**src/rtl/niu_tx_arbiter.sv**
```systemverilog
`default_nettype none
// ============================================================================
// Module      : niu_tx_arbiter
// Description : Packet-granular round-robin arbiter that shares the 10GBASE-R
//               MAC transmit AXI-Stream between two packet sources. A source
//               that stalls mid-packet is cut off with an errored terminating
//               beat and its remaining beats are drained and discarded.
// Revision    : 1.0 - initial release
// ============================================================================
module niu_tx_arbiter #(
    parameter int DATA_WIDTH    = 64,
    parameter int KEEP_WIDTH    = DATA_WIDTH / 8,
    parameter int STALL_TIMEOUT = 1024,
    parameter int CNT_WIDTH     = 32
) (
    input  logic                  clk156,
    input  logic                  reset,
    input  logic                  link_up,

    input  logic [DATA_WIDTH-1:0] s0_axis_tdata,
    input  logic [KEEP_WIDTH-1:0] s0_axis_tkeep,
    input  logic                  s0_axis_tvalid,
    input  logic                  s0_axis_tlast,
    output logic                  s0_axis_tready,

    input  logic [DATA_WIDTH-1:0] s1_axis_tdata,
    input  logic [KEEP_WIDTH-1:0] s1_axis_tkeep,
    input  logic                  s1_axis_tvalid,
    input  logic                  s1_axis_tlast,
    output logic                  s1_axis_tready,

    output logic [DATA_WIDTH-1:0] m_axis_tdata,
    output logic [KEEP_WIDTH-1:0] m_axis_tkeep,
    output logic                  m_axis_tvalid,
    output logic                  m_axis_tlast,
    output logic                  m_axis_tuser,
    input  logic                  m_axis_tready,

    output logic [1:0]            grant,
    output logic [CNT_WIDTH-1:0]  pkt_cnt0,
    output logic [CNT_WIDTH-1:0]  pkt_cnt1,
    output logic [CNT_WIDTH-1:0]  abort_cnt
);

    // Stall counter only has to reach STALL_TIMEOUT-1 before the abort fires.
    localparam int                c_stall_w    = $clog2(STALL_TIMEOUT);
    localparam logic [c_stall_w-1:0] c_stall_last = c_stall_w'(STALL_TIMEOUT - 1);

    typedef enum logic [1:0] {
        ST_IDLE  = 2'd0,
        ST_XFER  = 2'd1,
        ST_ABORT = 2'd2,
        ST_DRAIN = 2'd3
    } state_t;

    state_t                 r_state;
    logic                   r_sel;
    logic                   r_last;
    logic [c_stall_w-1:0]   r_stall_cnt;
    logic [1:0]             r_grant;
    logic [CNT_WIDTH-1:0]   r_pkt_cnt0;
    logic [CNT_WIDTH-1:0]   r_pkt_cnt1;
    logic [CNT_WIDTH-1:0]   r_abort_cnt;

    logic                   w_sel_tvalid;
    logic                   w_sel_tlast;
    logic                   w_any_req;
    logic                   w_pick;

    assign w_sel_tvalid = r_sel ? s1_axis_tvalid : s0_axis_tvalid;
    assign w_sel_tlast  = r_sel ? s1_axis_tlast  : s0_axis_tlast;
    assign w_any_req    = s0_axis_tvalid | s1_axis_tvalid;
    // Lone requester wins outright; on a tie the source not served last wins.
    assign w_pick       = (s0_axis_tvalid & s1_axis_tvalid) ? ~r_last : s1_axis_tvalid;

    assign grant     = r_grant;
    assign pkt_cnt0  = r_pkt_cnt0;
    assign pkt_cnt1  = r_pkt_cnt1;
    assign abort_cnt = r_abort_cnt;

    // Output steering: zero-latency pass-through in XFER, error beat in ABORT.
    always_comb begin
        m_axis_tdata   = '0;
        m_axis_tkeep   = '0;
        m_axis_tvalid  = 1'b0;
        m_axis_tlast   = 1'b0;
        m_axis_tuser   = 1'b0;
        s0_axis_tready = 1'b0;
        s1_axis_tready = 1'b0;
        case (r_state)
            ST_XFER: begin
                m_axis_tdata   = r_sel ? s1_axis_tdata : s0_axis_tdata;
                m_axis_tkeep   = r_sel ? s1_axis_tkeep : s0_axis_tkeep;
                m_axis_tvalid  = w_sel_tvalid;
                m_axis_tlast   = w_sel_tlast;
                s0_axis_tready = ~r_sel & m_axis_tready;
                s1_axis_tready =  r_sel & m_axis_tready;
            end
            ST_ABORT: begin
                m_axis_tvalid  = 1'b1;
                m_axis_tlast   = 1'b1;
                m_axis_tuser   = 1'b1;
                m_axis_tkeep   = KEEP_WIDTH'(1);
            end
            ST_DRAIN: begin
                s0_axis_tready = ~r_sel;
                s1_axis_tready =  r_sel;
            end
            default: begin
            end
        endcase
    end

    // Arbitration FSM, stall watchdog, registered grant and statistics.
    always_ff @(posedge clk156) begin
        if (reset) begin
            r_state     <= ST_IDLE;
            r_sel       <= 1'b0;
            r_last      <= 1'b1;
            r_stall_cnt <= '0;
            r_grant     <= 2'b00;
            r_pkt_cnt0  <= '0;
            r_pkt_cnt1  <= '0;
            r_abort_cnt <= '0;
        end else begin
            case (r_state)
                ST_IDLE: begin
                    if (link_up && w_any_req) begin
                        r_state     <= ST_XFER;
                        r_sel       <= w_pick;
                        r_grant     <= w_pick ? 2'b10 : 2'b01;
                        r_stall_cnt <= '0;
                    end
                end
                ST_XFER: begin
                    if (w_sel_tvalid && m_axis_tready && w_sel_tlast) begin
                        r_state <= ST_IDLE;
                        r_last  <= r_sel;
                        r_grant <= 2'b00;
                        if (r_sel) begin
                            r_pkt_cnt1 <= r_pkt_cnt1 + CNT_WIDTH'(1);
                        end else begin
                            r_pkt_cnt0 <= r_pkt_cnt0 + CNT_WIDTH'(1);
                        end
                    end else if (w_sel_tvalid) begin
                        // Source is offering data; MAC backpressure is not a stall.
                        r_stall_cnt <= '0;
                    end else if (r_stall_cnt == c_stall_last) begin
                        r_state <= ST_ABORT;
                    end else begin
                        r_stall_cnt <= r_stall_cnt + c_stall_w'(1);
                    end
                end
                ST_ABORT: begin
                    if (m_axis_tready) begin
                        r_state     <= ST_DRAIN;
                        r_last      <= r_sel;
                        r_abort_cnt <= r_abort_cnt + CNT_WIDTH'(1);
                    end
                end
                ST_DRAIN: begin
                    // Tready is forced high here, so tvalid alone means accepted.
                    if (w_sel_tvalid && w_sel_tlast) begin
                        r_state <= ST_IDLE;
                        r_grant <= 2'b00;
                    end
                end
                default: begin
                    r_state <= ST_IDLE;
                end
            endcase
        end
    end

endmodule
`default_nettype wire

```
**config.mk**
```make
export PLATFORM = sky130hd
export DESIGN_NAME = niu_tx_arbiter
export DESIGN_NICKNAME = d
export VERILOG_FILES = /design/src/rtl/niu_tx_arbiter.sv
export SDC_FILE = /design/constraint.sdc
export NUM_CORES = 1
export LEC_CHECK = 0
export ABC_AREA = 1
export BUFFER_PORTS_ARGS = -buffer_cell sky130_fd_sc_hd__buf_4
export CAP_MARGIN = 10
export CORE_MARGIN = 4
export CORE_UTILIZATION = 49
export DETAILED_ROUTE_END_ITERATION = 8
export PLACE_DENSITY = 0.82
export SLEW_MARGIN = 0
export SYNTH_ARGS = -nofsm -noshare
export SYNTH_HDL_FRONTEND = slang
export SYNTH_SLANG_ARGS = --single-unit
```
**constraint.sdc**
```tcl
create_clock -name clk156 -period 2.1 [get_ports clk156]
set_input_delay 0.42 -clock clk156 [delete_from_list [all_inputs] [get_ports clk156]]
set_output_delay 0.42 -clock clk156 [all_outputs]
set_load 0.02 [all_outputs]
```
==> metrics.md <==
| Metric | Value |
|---|---|
| Sequential area share after synthesis | `30.2%` |
| Share of cells above drive strength 1 | `28.8%` |
| CTS root buffer | `clkbuf_16` |
| Crit path DAT | `1800 ps` |
| Routability Congestion | `slightly above 1` |
| Final min period | `2220 ps` |
| Failing checks | `setup timing` |
| Slew @ Worst Pin | `approximately 420 ps` |
| Nature of the critical path endpoint | `output port` |
| Synth Net Count | `about 1.4k` |
| Status | `finished with violations` |
| Synth Area in XOR/XNOR | `around 2.1%` |
| 1st-iter DRT viols | `989` |
| CP max FO | `8` |
| Peak VDD IR | `roughly 0.52 mV` |
| Max-cap violations | `0` |
| Initial antenna violation count | `13` |
| Filler cells | `about 1.2k` |
| Die Height | `131 um` |
| Highest clock rate | `451 MHz` |
| CP max stage cell | `dfxtp_2` |
| CTS Hold Bufs | `0` |
| RSZ-0062 raised after global routing | `yes` |
| First-pass detailed-route iteration total | `7` |
| Syn-to-layout area delta | `51.8%` |
| Clock transition at the registers of the reported paths | `~70 ps` |
| Total global-route track usage | `roughly 39%` |
| Grt met3 use | `16.6%` |
| Largest family of logic cells by synthesized area | `simple AND/OR/NAND/NOR gates` |
| Mapped Cells | `roughly 1.2k` |
| Post-DP HPWL | `between 20000 and 30000 um` |
| Ys Warns | `0` |
| Total wire length | `between 30000 and 40000 um` |
| Met1 Use GR | `50.9%` |
| Final period util | `106%` |
| Post-synthesis mux area share | `0%` |
| CP peak stage delay | `360 ps` |
| Number of cell rows | `44` |
| Nets | `roughly 1.7k` |
| Core Util, Final | `approximately three quarters` |
| Later-pin clock latency in the skew report | `360 ps` |
| Final hold vios | `0` |
| Critical path type | `flip-flop to output port` |
| Die Area | `approximately 17000 um2` |
| Vias in the first global route | `8489` |
| Post-synth cell types | `36` |
| Mapped cell area | `between 7000 and 8000 um2` |
| CTS tree | `built` |
| Post-Synth Adder-Cell Area | `~1.7%` |
| Cell Pwr Density | `786 nW/um2` |
| Die Span X | `131 um` |
| Routed vias | `9946` |
| DRC | `0` |
| P_leak | `just under 5 nW` |
| First-pass GRT wire length | `roughly 50000 um` |
| Grt peak-use layer | `met2` |
| Routed Antenna Nets | `0` |
| Core area | `14700 um2` |
| Largest net degree at the start of global routing | `53` |
| Worst path required time | `between 1500 and 2000 ps` |
| Clock buffer depth | `2` |
| Max-slew headroom | `72.0%` |
| Post-synthesis simple-gate area fraction | `42.4%` |
| Grt ovf | `0` |
| Fraction of the mapped netlist area in compound gates | `15.5%` |
| Crit start category | `flip-flop` |
| Synthesized flop and latch total | `between 100 and 150` |
| CTS Buf Count | `9` |
| Final Setup Violations | `64` |
| Met2 global-route usage | `a little under three fifths` |
| Post-route setup slack | `-120 ps` |
| Clk sinks | `112` |
| Vias per Instance | `between 5 and 6` |
| Setup WS pre-CTS | `-27.9 ps` |
| Clock Skews | `slightly above 10 ps` |
| Initial Util | `just over 50%` |
| H-tree levels | `3` |
| I/O Buffers | `326` |
| Avg Synthesized Cell Area | `6.16 um2` |
| Hold WC Path Type | `input pin to flip-flop` |
| Wire per inst | `20.9 um` |
| Crit path cell chain | `inv_4 -> ha_4 -> inv_4 -> nor2_4 -> buf_12 -> buf_12 -> clkbuf_16 -> a22o_1 -> buf_6` |
| IO Pins | `327` |
| Count of pins over their slew limit | `0` |
placed cells by master (no fill, tap or decap), types with 3 or more instances in the layout:
| cell type | Yosys | routed |
|---|---|---|
| xor2_1 | 11 | 11 |
| inv_4 | 0 | 3 |
| inv_6 | 0 | 3 |
| inv_1 | 103 | 98 |
| nand3b_1 | 17 | 17 |
| nand4_1 | 14 | 14 |
| xnor2_1 | 7 | 7 |
| nand2_1 | 367 | 364 |
| a22o_4 | 0 | 5 |
| nor2_2 | 5 | 6 |
| a22o_1 | 65 | 60 |
| dfxtp_1 | 112 | 109 |
| ha_1 | 10 | 7 |
| nor2_4 | 7 | 7 |
| nand3_2 | 2 | 4 |
| nor2_1 | 226 | 225 |
| a21oi_1 | 75 | 72 |
| inv_2 | 3 | 4 |
| buf_4 | 8 | 291 |
| nor3b_1 | 3 | 3 |
| clkbuf_16 | 0 | 11 |
| buf_16 | 0 | 5 |
| nand3_1 | 64 | 62 |
| nor3_1 | 21 | 15 |
| buf_12 | 0 | 7 |
| and3_1 | 5 | 5 |
| diode_2 | 0 | 4 |
| o21bai_1 | 3 | 3 |
| nand2_2 | 4 | 6 |
| buf_6 | 0 | 72 |
| o21ai_0 | 28 | 28 |
| nor3_4 | 0 | 4 |
cells in the mapped netlist:
master | number | share of area [%]
a21oi_1 | 75 | 5.1
a22o_1 | 65 | 7.7
a31oi_1 | 2 | 0.17
and3_1 | 5 | 0.42
buf_1 | 4 | 0.20
buf_2 | 12 | 0.81
buf_4 | 8 | 0.81
clkbuf_1 | 15 | 0.76
clkinv_1 | 1 | 0.051
dfxtp_1 | 112 | 30
ha_1 | 10 | 1.7
inv_1 | 103 | 5.2
inv_2 | 3 | 0.15
nand2_1 | 367 | 19
nand2_2 | 4 | 0.34
nand2_4 | 1 | 0.15
nand3_1 | 64 | 4.3
nand3_2 | 2 | 0.27
nand3_4 | 1 | 0.24
nand3b_1 | 17 | 1.7
nand4_1 | 14 | 1.2
nand4_2 | 1 | 0.17
nor2_1 | 226 | 11
nor2_2 | 5 | 0.42
nor2_4 | 7 | 1.1
nor2_8 | 1 | 0.27
nor3_1 | 21 | 1.4
nor3b_1 | 3 | 0.30
o211ai_1 | 1 | 0.10
o21a_1 | 2 | 0.20
o21ai_0 | 28 | 1.9
o21ba_2 | 1 | 0.14
o21bai_1 | 3 | 0.30
or2_2 | 1 | 0.084
xnor2_1 | 7 | 0.83
xor2_1 | 11 | 1.3
area by class of cell:
| cell class | count | area, um2 | share of cell area (%) |
|---|---|---|---|
| inverters | 107 | 414 | 3.68 |
| diodes | 4 | 10.0 | 0.0889 |
| repair buffers | 377 | 3320 | 29.5 |
| multi-input cells | 945 | 4760 | 42.3 |
| well taps | 184 | 230 | 2.05 |
| flip-flops and latches | 112 | 2250 | 20.0 |
| clock inverters | 4 | 30.0 | 0.267 |
| clock buffers | 11 | 233 | 2.07 |
where the power goes:
group / leakage, nW / internal, mW / switching [mW]
registers: 0.905 / 2.21 / 0.0797
clock network: 0.126 / 0.809 / 0.844
logic: 3.82 / 2.30 / 2.60
total: 4.85 / 5.32 / 3.52
through the flow:
| step | cells | total power [mW] | area [um2] | hold slack [ps] | TNS, ps |
|---|---|---|---|---|---|
| global route | 1742 | 9.13 | 11200 | 426 | -6480 |
| CTS | 1736 | 8.16 | 10900 | 412 | -241 |
| floorplan | 1203 | 4.28 | 7410 | 443 | 0 |
| finish | 1744 | 8.84 | 11300 | 419 | -4960 |
| global placement | 1707 | 5.77 | 10200 | 468 | -1.67 |
| detailed placement | 1707 | 5.82 | 10200 | 471 | -27.9 |
path summary, 6_finish.rpt:
path	from	slack, ps	endpoint	cells past startpoint
hold / removal	reset	420	abort_cnt[20]	2
setup reg to reg	flip-flop	130	pkt_cnt0[9]	14
hold reg to reg	grant[1]	490	grant[1]	2
setup / recovery	flip-flop	-120	m_axis_tdata[27]	9
worst max-delay path, delay by kind of cell, from the launching register on:
family / cells / cell delay (ps)
flops: 1 / 360
buf+inv: 6 / 660
fa+ha+maj: 1 / 170
compound gates: 1 / 210
simple gates: 1 / 40
per-layer routing:
layer	vias up	wire length [um]
li1	4603	-
met1	4528	13700
met2	658	15500
met3	141	5410
met4	16	1710
met5	-	136
flip-flops by register name, indices dropped and copies added, names as in the netlist, named ones only:
register and count:
abort_cnt 32, grant 2, pkt_cnt0 32, pkt_cnt1 32, r_stall_cnt 10, r_sel 1, r_state 1, r_last 1
logic make-up (layout without fill, tap and decap cells):
family,after synthesis,in the layout
simple gates,740,740
xor+xnor,18,18
buf+inv,146,499
other cells,0,4
compound gates,177,177
fa+ha+maj,10,10
flops,112,112
repair_timing:
item / 4_1_cts / 5_1_grt
endpoints found under the setup margin: 74 / 78
buffers inserted: 9 / 2
gates resized for setup: 51 / 72
pin swaps: 11 / 60
cloned: 5 / 2
(Power assumes the default switching activity.)
